<file path="src/rtl/keypad_scan_decoder_4x4_pkg.sv">
// Shared types and constants for the 4x4 keypad scan decoder.
// Imported by the decoder top, its handshake interface and the bench.
package keypad_pkg;

    localparam int NUM_COLS = 4;
    localparam int NUM_ROWS = 4;
    localparam int KEY_W    = 4;

    typedef enum logic [1:0] {IDLE, CONFIRM, HELD} state_t;
    typedef enum logic [1:0] {NONE, SINGLE, MULTI} scan_t;

    function automatic logic [4:0] popcount16(input logic [15:0] v);
        logic [4:0] n;
        n = '0;
        for (int i = 0; i < 16; i++) begin
            n = n + {4'b0, v[i]};
        end
        return n;
    endfunction

endpackage

</file>
<file path="src/rtl/keypad_scan_decoder_4x4_if.sv">
// Key report handshake between the keypad decoder and its consumer.
// The decoder drives the master modport; the consumer uses slave.
interface keypad_scan_decoder_4x4_if;
    import keypad_pkg::*;

    logic             key_valid;
    logic             key_ready;
    logic [KEY_W-1:0] key_code;
    logic             key_down;

    modport master (output key_valid, output key_code, output key_down, input key_ready);
    modport slave  (input key_valid, input key_code, input key_down, output key_ready);
endinterface

</file>
<file path="src/rtl/keypad_scan_decoder_4x4_onehot_enc4.sv">
// 4-bit one-hot to 2-bit index encoder; valid is low for zero or multi-hot input.
// Reused for column-strobe decode and per-column row decode.
module onehot_enc4 (
    input  logic [3:0] onehot,
    output logic [1:0] idx,
    output logic       valid
);
    always_comb begin
        idx   = 2'd0;
        valid = 1'b0;
        case (onehot)
            4'b0001: begin idx = 2'd0; valid = 1'b1; end
            4'b0010: begin idx = 2'd1; valid = 1'b1; end
            4'b0100: begin idx = 2'd2; valid = 1'b1; end
            4'b1000: begin idx = 2'd3; valid = 1'b1; end
            default: begin idx = 2'd0; valid = 1'b0; end
        endcase
    end
endmodule

</file>
<file path="src/rtl/keypad_scan_decoder_4x4.sv">
// 4x4 keypad scan decoder: builds a snapshot per full column scan, debounces
// presses and releases across scans, and reports single key presses.
module keypad_scan_decoder_4x4
    import keypad_pkg::*;
#(
    parameter int DEBOUNCE_SCANS = 3,
    parameter int CNT_W          = 4
) (
    input  logic                              clk,
    input  logic                              rst_n,
    input  logic [NUM_COLS-1:0]               col_sel,
    input  logic [NUM_ROWS-1:0]               rows,
    input  logic                              overrun_clr,
    output logic                              col_err,
    output logic                              overrun,
    keypad_scan_decoder_4x4_if.master         key
);
    localparam logic [CNT_W-1:0] DEB = CNT_W'(DEBOUNCE_SCANS);
    localparam logic [CNT_W-1:0] ONE = CNT_W'(1);

    logic [1:0]       col_idx;
    logic             col_vld;
    logic [1:0]       exp_col_reg;
    logic [15:0]      snapshot_reg;
    logic             col_err_reg;
    logic             col0_sample, legal, scan_done;
    logic [15:0]      snap_full;
    logic [1:0]       row_idx [NUM_COLS];
    logic [NUM_COLS-1:0] row_vld;
    logic [KEY_W-1:0] scan_key;
    scan_t            scan_res;

    onehot_enc4 u_col_enc (.onehot(col_sel), .idx(col_idx), .valid(col_vld));

    // A lone column-0 strobe always restarts a scan, even out of sequence.
    assign col0_sample = (col_sel == 4'b0001);
    assign legal       = col0_sample || (col_vld && (col_idx == exp_col_reg));
    assign scan_done   = legal && (col_idx == 2'd3);
    assign snap_full   = {rows, snapshot_reg[11:0]};

    always_ff @(posedge clk or negedge rst_n) begin
        if (!rst_n) begin
            snapshot_reg <= '0;
            exp_col_reg  <= 2'd0;
            col_err_reg  <= 1'b0;
        end else begin
            col_err_reg <= !legal;
            if (col0_sample) begin
                snapshot_reg <= {12'b0, rows};
                exp_col_reg  <= 2'd1;
            end else if (legal) begin
                snapshot_reg[4*col_idx +: 4] <= rows;
                exp_col_reg                  <= col_idx + 2'd1;
            end else begin
                snapshot_reg <= '0;
                exp_col_reg  <= 2'd0;
            end
        end
    end

    for (genvar gi = 0; gi < NUM_COLS; gi++) begin : g_row_enc
        onehot_enc4 u_row_enc (
            .onehot(snap_full[4*gi +: 4]),
            .idx   (row_idx[gi]),
            .valid (row_vld[gi])
        );
    end

    // Key position is only meaningful when exactly one snapshot bit is set.
    always_comb begin
        scan_key = '0;
        for (int i = 0; i < NUM_COLS; i++) begin
            if (row_vld[i]) scan_key = {2'(i), row_idx[i]};
        end
        case (popcount16(snap_full))
            5'd0:    scan_res = NONE;
            5'd1:    scan_res = SINGLE;
            default: scan_res = MULTI;
        endcase
    end

    state_t           state_reg, state_next;
    logic [KEY_W-1:0] cand_reg, cand_next;
    logic [CNT_W-1:0] cnt_reg, cnt_next, rcnt_reg, rcnt_next;
    logic             report;

    always_ff @(posedge clk or negedge rst_n) begin
        if (!rst_n) begin
            state_reg <= IDLE;
            cand_reg  <= '0;
            cnt_reg   <= '0;
            rcnt_reg  <= '0;
        end else begin
            state_reg <= state_next;
            cand_reg  <= cand_next;
            cnt_reg   <= cnt_next;
            rcnt_reg  <= rcnt_next;
        end
    end

    always_comb begin
        state_next = state_reg;
        cand_next  = cand_reg;
        cnt_next   = cnt_reg;
        rcnt_next  = rcnt_reg;
        report     = 1'b0;
        if (scan_done) begin
            case (state_reg)
                IDLE: begin
                    if (scan_res == SINGLE) begin
                        cand_next = scan_key;
                        cnt_next  = ONE;
                        if (DEB == ONE) begin
                            state_next = HELD;
                            rcnt_next  = '0;
                            report     = 1'b1;
                        end else begin
                            state_next = CONFIRM;
                        end
                    end
                end
                CONFIRM: begin
                    if (scan_res == SINGLE && scan_key == cand_reg) begin
                        if (cnt_reg >= DEB - ONE) begin
                            cnt_next   = DEB;
                            rcnt_next  = '0;
                            state_next = HELD;
                            report     = 1'b1;
                        end else begin
                            cnt_next = cnt_reg + ONE;
                        end
                    end else if (scan_res == SINGLE) begin
                        cand_next = scan_key;
                        cnt_next  = ONE;
                    end else begin
                        state_next = IDLE;
                        cnt_next   = '0;
                    end
                end
                HELD: begin
                    if (scan_res == NONE) begin
                        if (rcnt_reg >= DEB - ONE) begin
                            state_next = IDLE;
                            rcnt_next  = '0;
                            cnt_next   = '0;
                        end else begin
                            rcnt_next = rcnt_reg + ONE;
                        end
                    end else begin
                        rcnt_next = '0;
                    end
                end
                default: state_next = IDLE;
            endcase
        end
    end

    logic             key_valid_reg, overrun_reg, accept;
    logic [KEY_W-1:0] key_code_reg;

    assign accept = key_valid_reg && key.key_ready;

    // A report collides with a pending code unless that code leaves this cycle.
    always_ff @(posedge clk or negedge rst_n) begin
        if (!rst_n) begin
            key_valid_reg <= 1'b0;
            key_code_reg  <= '0;
            overrun_reg   <= 1'b0;
        end else begin
            if (report && (!key_valid_reg || accept)) begin
                key_valid_reg <= 1'b1;
                key_code_reg  <= cand_next;
            end else if (accept) begin
                key_valid_reg <= 1'b0;
            end
            if (overrun_clr) overrun_reg <= 1'b0;
            else if (report && key_valid_reg && !accept) overrun_reg <= 1'b1;
        end
    end

    assign key.key_valid = key_valid_reg;
    assign key.key_code  = key_code_reg;
    assign key.key_down  = (state_reg == HELD);
    assign col_err       = col_err_reg;
    assign overrun       = overrun_reg;

endmodule

</file>
<file path="src/flat_wrapper.sv">
// flat-port wrapper written by rule: the top's interface ports become plain ports
module keypad_scan_decoder_4x4_flat import keypad_pkg::*;
#(
    parameter int DEBOUNCE_SCANS = 3,
    parameter int CNT_W          = 4
)
  (clk, rst_n, col_sel, rows, overrun_clr, col_err, overrun, key_key_valid, key_key_code, key_key_down, key_key_ready);
  keypad_scan_decoder_4x4_if key_i ();
  input  logic clk;
  input  logic rst_n;
  input  logic [NUM_COLS-1:0] col_sel;
  input  logic [NUM_ROWS-1:0] rows;
  input  logic overrun_clr;
  output logic col_err;
  output logic overrun;
  output wire logic [$bits(key_i.key_valid)-1:0] key_key_valid;
  output wire logic [$bits(key_i.key_code)-1:0] key_key_code;
  output wire logic [$bits(key_i.key_down)-1:0] key_key_down;
  input wire logic [$bits(key_i.key_ready)-1:0] key_key_ready;
  assign key_key_valid = key_i.key_valid;
  assign key_key_code = key_i.key_code;
  assign key_key_down = key_i.key_down;
  assign key_i.key_ready = key_key_ready;
  keypad_scan_decoder_4x4 #(.DEBOUNCE_SCANS(DEBOUNCE_SCANS), .CNT_W(CNT_W)) u_core (.clk(clk), .rst_n(rst_n), .col_sel(col_sel), .rows(rows), .overrun_clr(overrun_clr), .col_err(col_err), .overrun(overrun), .key(key_i));
endmodule
</file>
<file path="config.mk">
export PLATFORM = sky130hd
export DESIGN_NAME = keypad_scan_decoder_4x4_flat
export DESIGN_NICKNAME = d
export VERILOG_FILES = /design/src/rtl/keypad_scan_decoder_4x4_pkg.sv /design/src/rtl/keypad_scan_decoder_4x4_if.sv /design/src/rtl/keypad_scan_decoder_4x4_onehot_enc4.sv /design/src/rtl/keypad_scan_decoder_4x4.sv /design/src/flat_wrapper.sv
export SDC_FILE = /design/constraint.sdc
export NUM_CORES = 1
export LEC_CHECK = 0
export CAP_MARGIN = 20
export CORE_UTILIZATION = 63
export CTS_CLUSTER_DIAMETER = 30
export DETAILED_ROUTE_END_ITERATION = 8
export GPL_TIMING_DRIVEN = 0
export PLACE_DENSITY = 0.88
export SYNTH_ARGS = -nofsm -noshare
export SYNTH_HDL_FRONTEND = slang
export SYNTH_HIERARCHICAL = 1
export SYNTH_SLANG_ARGS = --single-unit
</file>
<file path="constraint.sdc">
create_clock -name clk -period 7.65 [get_ports clk]
set_input_delay 0.765 -clock clk [delete_from_list [all_inputs] [get_ports clk]]
set_output_delay 0.765 -clock clk [all_outputs]
set_load 0.02 [all_outputs]
</file>
# After elaboration in Yosys (flattened, before gate mapping)
# Index checks and enable logic that the tools add are counted.
[op_classes]
addsub = 19
n_eq_ne = 34
order_cmp = 2
n_reduce_logical = 27
shifts = 2
muxes = 51
[op_table]
columns = ["operator", "count"]
rows = [
  ["$add A5 B1 Y5", 14],
  ["$mux W4", 14],
  ["$pmux W2 S3", 6],
  ["$neg A4 Y34", 1],
  ["$shift A4 B34 Y16 const A", 1],
  ["$shiftx A4 B34 Y16", 1],
  ["$mux W16", 2],
  ["$eq A4 B1 Y1 const B", 5],
  ["$eq A4 B2 Y1 const B", 5],
  ["$eq A4 B3 Y1 const B", 5],
  ["$eq A4 B4 Y1 const B", 5],
  ["$reduce_or A4 Y1", 5],
  ["$mux W2", 9],
  ["$bwmux W16", 1],
  ["$pmux W4 S2", 2],
  ["$mux W1", 14],
  ["$pmux W4 S3", 1],
  ["$ne A2 B1 Y1 const B", 5],
  ["$add A4 B1 Y4 const B", 2],
  ["$ge A4 B2 Y1 const B", 2],
  ["$logic_and A1 B1 Y1", 7],
  ["$ne A3 B3 Y1 const B", 2],
  ["$reduce_and A6 Y1", 1],
  ["$reduce_bool A2 Y1", 3],
  ["other kinds (16)", 22],
]
[word_totals]
regBits = 39
inputBits = 12
output_inout_bits = 8

# Logic depth before layout (Yosys ltp)
# Gate-level depths: netlist of run 1.
[logic_depth]
word_depth = 26
mapped_depth = 17

# Hierarchy
# Netlist of run 1, hierarchy kept.
[modules_own_cells]
columns = ["mod", "n_inst", "area_each_um2", "cells_each", "seq_area_each_um2"]
rows = [
  ["keypad_scan_decoder_4x4", 1, 2343.5, 226, 875.8],
  ["onehot_enc4 at u_core.g_row_enc[2].u_row_enc ...", 3, 60.1, 8, 0.0],
  ["onehot_enc4 at u_core.g_row_enc[0].u_row_enc ...", 2, 53.8, 8, 0.0],
]

# Worst setup path after synthesis of run 1
# OpenSTA, ideal clock, no wires.
[synth_path]
path_type = "input to register"
startpoint = "in rows[0]"
endpoint = "reg u_core.state_reg[0]"
arrival_ps = 4710
setup_time_ps = 128
path_buffers = 0
t_required_ps = 7522
setup_slack_ps = 2812
cell_stages = 14
path_cell_list = "fa_1 -> fa_1 -> fa_1 -> inv_1 -> fa_1 -> inv_1 -> ha_1 -> inv_1 -> fa_1 -> or4b_1 -> nor3_1 -> o311ai_1 -> a211oi_1 -> mux2_1"
[synth_between]
elab_chain_cells = 10
word_cells_on_any_way = 26
cone_classes = "4 x add/sub; 11 x eq/ne; 6 x mux; 5 x reduce/logical"
[synth_rtl]
columns = ["item", "line_no", "source"]
rows = [
  ["from (decl)", "flat_wrapper.sv:12", "input logic [NUM_ROWS-1:0] rows;"],
  ["$add A5 B1 Y5 (4 in a row)", "keypad_scan_decoder_4x4_pkg.sv:16", "n = n + {4'b0, v[i]};"],
  ["$eq A5 B1 Y1 / $logic_not A5 Y1 (equally long branches)", "keypad_scan_decoder_4x4.sv:75", "case (popcount16(snap_full))"],
  ["$pmux W2 S2", "keypad_scan_decoder_4x4.sv:75", ""],
  ["$eq A2 B1 Y1", "keypad_scan_decoder_4x4.sv:110, keypad_scan_decoder_4x4.sv:123, keypad_scan_decoder_4x4.sv:132", ""],
  ["$logic_and A1 B1 Y1", "keypad_scan_decoder_4x4.sv:123", "if (scan_res == SINGLE && scan_key == cand_reg) begin"],
  ["$ne A3 B3 Y1 (no line) / $mux W2 (equally long branches)", "-", ""],
  ["$reduce_and A6 Y1 (no line) / $pmux W2 S3 (equally long branches)", "-", ""],
  ["to (signal assigned)", "keypad_scan_decoder_4x4.sv:94", "state_reg <= state_next;"],
  ["to (decl)", "keypad_scan_decoder_4x4.sv:82", "state_t state_reg, state_next;"],
]
# Several ways; a longest one is shown, not always the timed one.
# A chain may end at the register's enable or synchronous reset.

# Worst setup path in the final report of run 1
[layout_path]
startpoint = "in rows[3]"
endpoint = "reg u_core.key_code_reg[2], in the netlist u_core/key.key_code[2]"
[layout_between]
elab_chain_cells = 10
word_cells_on_any_way = 23
cone_classes = "1 x add/sub; 7 x eq/ne; 11 x mux; 4 x reduce/logical"
[layout_rtl]
columns = ["item", "line_no", "source"]
rows = [
  ["parallel branches: the longest is 10 deep, another holds $add A5 B1 Y5", "-", ""],
  ["to (signal assigned)", "keypad_scan_decoder_4x4.sv:172", "key_code_reg <= cand_next;"],
  ["to (decl)", "keypad_scan_decoder_4x4.sv:159", "logic [KEY_W-1:0] key_code_reg;"],
]
# Parallel ways; which one is timed is not known.

==> results.md, run 1 <==
* RSZ-0062 raised after global routing: no
* Sequential area share after synthesis at 0.333
* I/O Pins at 20
* Total vias in the final route at 2031
* Comb power frac at 0.227
* Reg2reg path depth at 17
* Critical path arrival at 5.70 ns
* Hold WC Path Type: flip-flop to flip-flop
* Root Buffer: clkbuf_8
* Worst path required time at 7.82 ns
* Hold_buf cts at 0
* CTS HTree Levels at 2
* Post-CTS setup buffer count at 0
* Crit share post-route at 0.723
* Mapped Area at approximately 2600 um^2
* DIE AREA at 4440 um^2
* Top-area cell type share of the netlist area at 0.333
* Worst setup SP type: primary input
* Clock share of power at 0.335
* Seq cells post-synth at 35
* Setup violators final at 0
* Clk Latency, worst-skew pair at ~0.29 ns
* Vias in the first global route at 1941
* Placer Congestion at 0.863
* Setup CP Type: primary input to flip-flop
* Synth warn at 6
* Worst setup margin at 2.12 ns
* Worst vdd ir at 130 uV
* Power Internal at between 0.3 and 0.4 mW
* Worst Clk Skew at 0.00309 ns
* Core area at around 4000 um^2
* Longest Clk Path Bufs at 2
* Flop pwr share at 0.438
* Die H at 66.6 um
* Max-cap viol count at 0
* DRT antenna net count at 0
* Async set-reset flop share out of synthesis at 1.00
* Slew @ Worst Pin at 1.01 ns
* Core Rows at 23
* Leakage at 1.30 nW
* Hold Vio Cnt, Final at 0
* Post-synthesis cell type count at 55
* Hold Path Sink: u_core/key.key_code[2]
* First-pass GRT wire length at between 8000 and 9000 um
* Worst R2R End: u_core/key.key_code[2]
* Worst hold margin at 0.488 ns
* Remaining global-route overflow at 0
* Outcome: completed
* Fin crit period at 5.53 ns
* Min-Delay Path Depth at 1
* Die Span X at 66.6 um
* Slew HR at 0.320
* Most used flip-flop cell after synthesis: dfrtp_1
* Post-synth net total at 305
* Reg-to-reg setup timing slack at 2.71 ns
* Crit-path max FO at 8
* First-pass DRT Iterations at 4
* CP Capture Type: flip-flop
* Initial Util at 0.658
* Total clock sinks at 35
* Iter 0 DRT Violations at 110
* Hold path startpoint: u_core/key.key_code[2]
* Number of antenna violations at the first check in global routing at 0
* Achievable frequency at around 180 MHz
* Largest register FFs at 12
* GR Util All Layers at 0.266
* TNS Setup at 0 ns
* N_diodes at 0
* Worst r2r src: u_core/snapshot_reg[7]
* Routed Wire Length at 5240 um
* Area leader, netlist: dfrtp_1
* P&R area growth vs syn at 13.2%
* Commonest non-fill, non-tap cells in the layout: 35 x dfrtp_1, 34 x inv_1, 18 x clkdlybuf4s50_1
* Wire length per cell at roughly 15 um
* Nets@finish at 331
* CTS tree: done
* CTS buffer count at 5
* Clock transition at path regs at 0.07 ns
* Fin cells at 343
* Mean number of vias per cell at 5.92
* Switching pwr at 0.128 mW
* DP HPWL at 3860 um
* Largest net degree at the start of global routing at 36
* Placed cells at 335
* IO buf count at 19
* PwrDens at approximately 150 nW/um^2
* Slew Viols, Final at 0
* Average cell area after synthesis at 9.89 um^2
* Commonest non-fill, non-tap cell in the layout: dfrtp_1
* Sw frac at 0.290
* Setup WS pre-CTS at 1.80 ns
* Ratio of cells with drive above 1 in the final layout at 0.0956
* EDFF count, synth at 0
* Top cells by area, synth: dfrtp_1 33%, ha_1 8.1%, fa_1 7.6%, inv_1 4.9%, a22o_1 4.7%
* # DRC at 0
* PostCTS Resize Cnt at 0
* Gate Count Post-Synth at 266
## metal layers
layer  global-route usage  wire, um  vias up  share of wire
li1                     -         -      990              -
met1                0.326      2320      993           0.44
met2                0.451      2680       43           0.51
met3               0.0599       170        5          0.032
met4               0.0984        75        0          0.014
met5                    0         0        -              0
## through the flow
step | power [mW] | utilization | area [um^2]
floorplan | 0.265 | - | 2630
global placement | 0.290 | 0.721 | 2880
detailed placement | 0.295 | 0.720 | 2880
CTS | 0.445 | 0.745 | 2980
global route | 0.467 | 0.745 | 2980
finish | 0.439 | 0.745 | 2980
## critical path, stage by stage
cell	delay (ns)
clkdlybuf4s50_1	0.69
fa_1	0.50
fa_1	0.49
fa_1	0.53
inv_1	0.05
fa_1	0.42
inv_1	0.07
ha_1	0.15
inv_1	0.05
fa_1	0.48
nor4bb_1	0.21
o21ai_1	0.20
nor3_2	0.36
nand3_1	0.15
nor2_2	0.23
mux2_1	0.34
## synth_stat cells, types with 2 or more instances
library cell,n
o21ai_0,6
buf_6,2
and2_1,3
dfrtp_1,35
nor2b_1,5
a21oi_1,6
nand3b_1,5
nor3_1,14
nand4_1,2
xnor2_1,14
a211oi_1,2
a311oi_2,2
inv_1,34
mux2i_1,3
o211ai_1,3
or2_2,3
o21ai_1,2
ha_1,17
nor4b_1,2
nand3_1,2
nor2_2,2
fa_1,10
mux2_2,3
nor2_1,17
nor3b_2,2
or2_1,2
a22o_1,14
or4b_1,7
xor2_1,2
nand2_1,13
o2bb2ai_1,5
mux2_1,4
## power groups by stage
stage	sequential (mW)	clock, mW	combinational (mW)
final	0.192	0.147	0.0998
after global routing	0.192	0.162	0.112
after CTS	0.192	0.154	0.0995
after detailed placement	0.196	0	0.0992
after global placement	0.195	0	0.0950
after floorplan	0.196	0	0.0693
## final cells by class
type,instances,area (um^2)
clock buffer,8,100
inverter,34,128
buffer,3,26.3
timing repair buffer,19,185
sequential,35,876
fill,291,1020
multi-input combinational,194,1600
tap,50,62.6
## logic make-up after synthesis
kind of cell / Yosys count / share of synthesized area
muxes: 10 / 0.0414
adders and majority gates: 27 / 0.157
AOI/OAI and AO/OA: 50 / 0.147
buffers and inverters: 37 / 0.0585
and+or+nand+nor: 91 / 0.210
xor gates and xnor gates: 16 / 0.0533
DFF: 35 / 0.333
## worst max-delay path by stage
stage                     startpoint                     end  slack [ns]  cells past startpoint
after floorplan              rows[0]     u_core/state_reg[0]        2.81                     14
after global placement       rows[3]  u_core/key.key_code[3]        1.91                     16
after detailed placement     rows[3]  u_core/key.key_code[2]        1.80                     16
after CTS                    rows[3]  u_core/key.key_code[2]        2.10                     16
after global routing         rows[3]  u_core/key.key_code[3]        1.82                     16
final                        rows[3]  u_core/key.key_code[2]        2.12                     16
Note: power is estimated with default switching activity, not from simulation.
==> inputs of run 2 (changes only) <==
--- a/config.mk
+++ b/config.mk
@@ -6,11 +6,11 @@
 export NUM_CORES = 1
 export LEC_CHECK = 0
 export CAP_MARGIN = 20
-export CORE_UTILIZATION = 63
+export CORE_UTILIZATION = 59
 export CTS_CLUSTER_DIAMETER = 30
 export DETAILED_ROUTE_END_ITERATION = 8
 export GPL_TIMING_DRIVEN = 0
-export PLACE_DENSITY = 0.88
+export PLACE_DENSITY = 0.83
 export SYNTH_ARGS = -nofsm -noshare
 export SYNTH_HDL_FRONTEND = slang
 export SYNTH_HIERARCHICAL = 1
==> constraint.sdc (replaced) <==
create_clock -name clk -period 5.1 [get_ports clk]
set_input_delay 0.51 -clock clk [delete_from_list [all_inputs] [get_ports clk]]
set_output_delay 0.51 -clock clk [all_outputs]
set_load 0.02 [all_outputs]
==> results.md, run 2 (synthesis gave the netlist of run 1 again) <==
* Die H at 68.8 um (+3.2%)
* Commonest non-fill, non-tap cells in the layout: 35 x dfrtp_1, 34 x inv_1, 17 x ha_1
* # DRC at 0 (unchanged)
* Largest register FFs at 12 (unchanged)
* Initial Util at 0.635 (-0.0228)
* Vias in the first global route at 1854 (-4.5%)
* Fillcell total at 326 (+12%)
* Outcome: completed
* Post-route cell area at 2990 um^2 (+0.29%)
* Hold_buf cts at 0 (unchanged)
* Worst setup SP type: primary input
* Clock transition at path regs at 0.07 ns (about the same)
* Ratio of cells with drive above 1 in the final layout at 0.113 (+0.0171)
* Achievable frequency at around 200 MHz
* Routed Wire Length at 5190 um (-1.0%)
* CP Capture Point: u_core/cnt_reg[2]
* First-pass DRT Iterations at 5 (+1)
* Worst setup margin at 0.172 ns (-1.95 ns)
* IO buf count at 19 (unchanged)
* Worst path required time at 5.28 ns (-2.54 ns)
* P&R area growth vs syn at 13.6%
* PwrDens at 224 nW/um^2 (+52%)
* Worst Clk Skew at 0.00768 ns (+0.00459 ns)
* Die Span X at 68.8 um (+3.2%)
* Largest net degree at the start of global routing at 36 (unchanged)
* Worst R2R End: u_core/cnt_reg[2]
* Slew HR at 0.306 (-0.0141)
* Total vias in the final route at 2045 (+0.69%)
* Core area at 4140 um^2 (+3.6%)
* Slew Viols, Final at 0 (unchanged)
* Wire length per cell at 15.1 um (-1.0%)
* Number of antenna violations at the first check in global routing at 0 (unchanged)
* Reg-to-reg setup timing slack at 0.20 ns (-2.51 ns)
* Placed Area at 2880 um^2 (unchanged)
* DP HPWL at 3850 um (-0.23%)
* Setup violators final at 0 (unchanged)
* Placed cells at 335 (unchanged)
* First-pass GRT wire length at 8290 um (-4.4%)
* Hold WC Path Type: primary input to asynchronous set/reset pin
* Total clock sinks at 35 (unchanged)
* Slew @ Worst Pin at 1.03 ns (+0.0209 ns)
* Worst setup path start: rows[1]
* Max-cap viol count at 0 (unchanged)
* N_diodes at 0 (unchanged)
* Crit-path max FO at 8 (unchanged)
* Leakage at 1.31 nW (+0.40%)
* Clk Latency, worst-skew pair at 0.29 ns (about the same)
* Worst vdd ir at 168 uV (+29%)
* Mean number of vias per cell at 5.96 (+0.69%)
* Worst hold margin at 0.300 ns (-0.188 ns)
* CTS buffer count at 5 (unchanged)
* Post-CTS setup buffer count at 0 (unchanged)
* Placer Congestion at 0.823 (-4.5%)
* Worst r2r src: u_core/snapshot_reg[7]
* Crit share post-route at 0.966
* DIE AREA at 4730 um^2 (+6.6%)
* Core Rows at 23 (unchanged)
* CTS tree: done
* Remaining global-route overflow at 0 (unchanged)
* Util after Layout at 0.721 (-0.0237)
* TNS Setup at 0 ns (unchanged)
* Hold Vio Cnt, Final at 0 (unchanged)
* DRT antenna net count at 0 (unchanged)
* Fin crit period at 4.93 ns
* CP Capture Type: flip-flop
* Fin cells at 343 (unchanged)
* Critical path arrival at 5.11 ns (-0.59 ns)
* CTS HTree Levels at 2 (unchanged)
* Longest Clk Path Bufs at 2 (unchanged)
* Nets@finish at 331 (unchanged)
* Commonest non-fill, non-tap cell in the layout: dfrtp_1
* Total power at 0.668 mW (+52%)
* Setup CP Type: primary input to flip-flop
* Reg2reg path depth at 16 (-1)
* Storage cell area at 876 um^2 (unchanged)
* Root Buffer: clkbuf_8
* I/O Pins at 20 (unchanged)
* Iter 0 DRT Violations at 111 (+0.91%)
* GR Util All Layers at 0.241 (-0.0244)
* Setup WS pre-CTS at -0.483 ns (-2.28 ns)
* Footprint of the multi-input gates at 1620 um^2 (+1.2%)
-- run 2: cell types whose count changed in the layout (fill, tap and decap cells not counted), sizes merged --
cell and delta:
clkdlybuf4s50 -3, clkbuf +2, clkdlybuf4s15 +1
-- run 2: worst min path at each step --
stage                                      start                      to  slack [ns]  depth (start not counted)
after floorplan                            rst_n      u_core/cand_reg[0]        0.21                          0
after global placement    u_core/key.key_code[2]  u_core/key.key_code[2]        0.47                          1
after detailed placement      u_core/rcnt_reg[3]      u_core/rcnt_reg[3]        0.48                          1
after CTS                                  rst_n      u_core/cand_reg[2]        0.32                          1
after global routing                       rst_n  u_core/snapshot_reg[8]        0.37                          1
final                                      rst_n      u_core/cand_reg[2]        0.30                          1
-- run 2: cell type report --
class,instances,share of cell area
multi-input cells,194,0.542
flip-flops and latches,35,0.293
clock buffers,8,0.0335
plain buffers,3,0.00879
well taps,50,0.0209
inverters,34,0.0427
repair buffers,19,0.0586
-- run 2: power by group --
part	total [mW]	internal, mW	switching, mW
sequential	0.288	0.283	0.00537
clock	0.224	0.123	0.101
combinational	0.156	0.0638	0.0920
-- run 2: repair_timing --
item / CTS / global route
resized for setup: 4 / 8
pin swaps: 0 / 0
hold endpoints to repair: 0 / 0
endpoints found under the setup margin: 6 / 9
-- run 2: worst max-delay path, cell delays in order --
cell and delay [ns]:
clkdlybuf4s15_1 0.32, fa_1 0.60, fa_1 0.44, fa_1 0.52, inv_1 0.06, fa_1 0.43
inv_1 0.06, ha_1 0.15, inv_1 0.05, fa_1 0.49, or4b_1 0.48, o21ai_0 0.20
nand3b_1 0.13, a21oi_2 0.28, mux2_2 0.37
-- run 2: per-layer routing --
layer  wire, um  global-route usage  vias to the layer above  share of wire
met5          0                   0                        -              0
met4        117              0.0995                        0          0.023
met3        174              0.0526                       12          0.034
met2       2450               0.387                       41           0.47
met1       2450               0.314                      998           0.47
li1           -                   -                      994              -
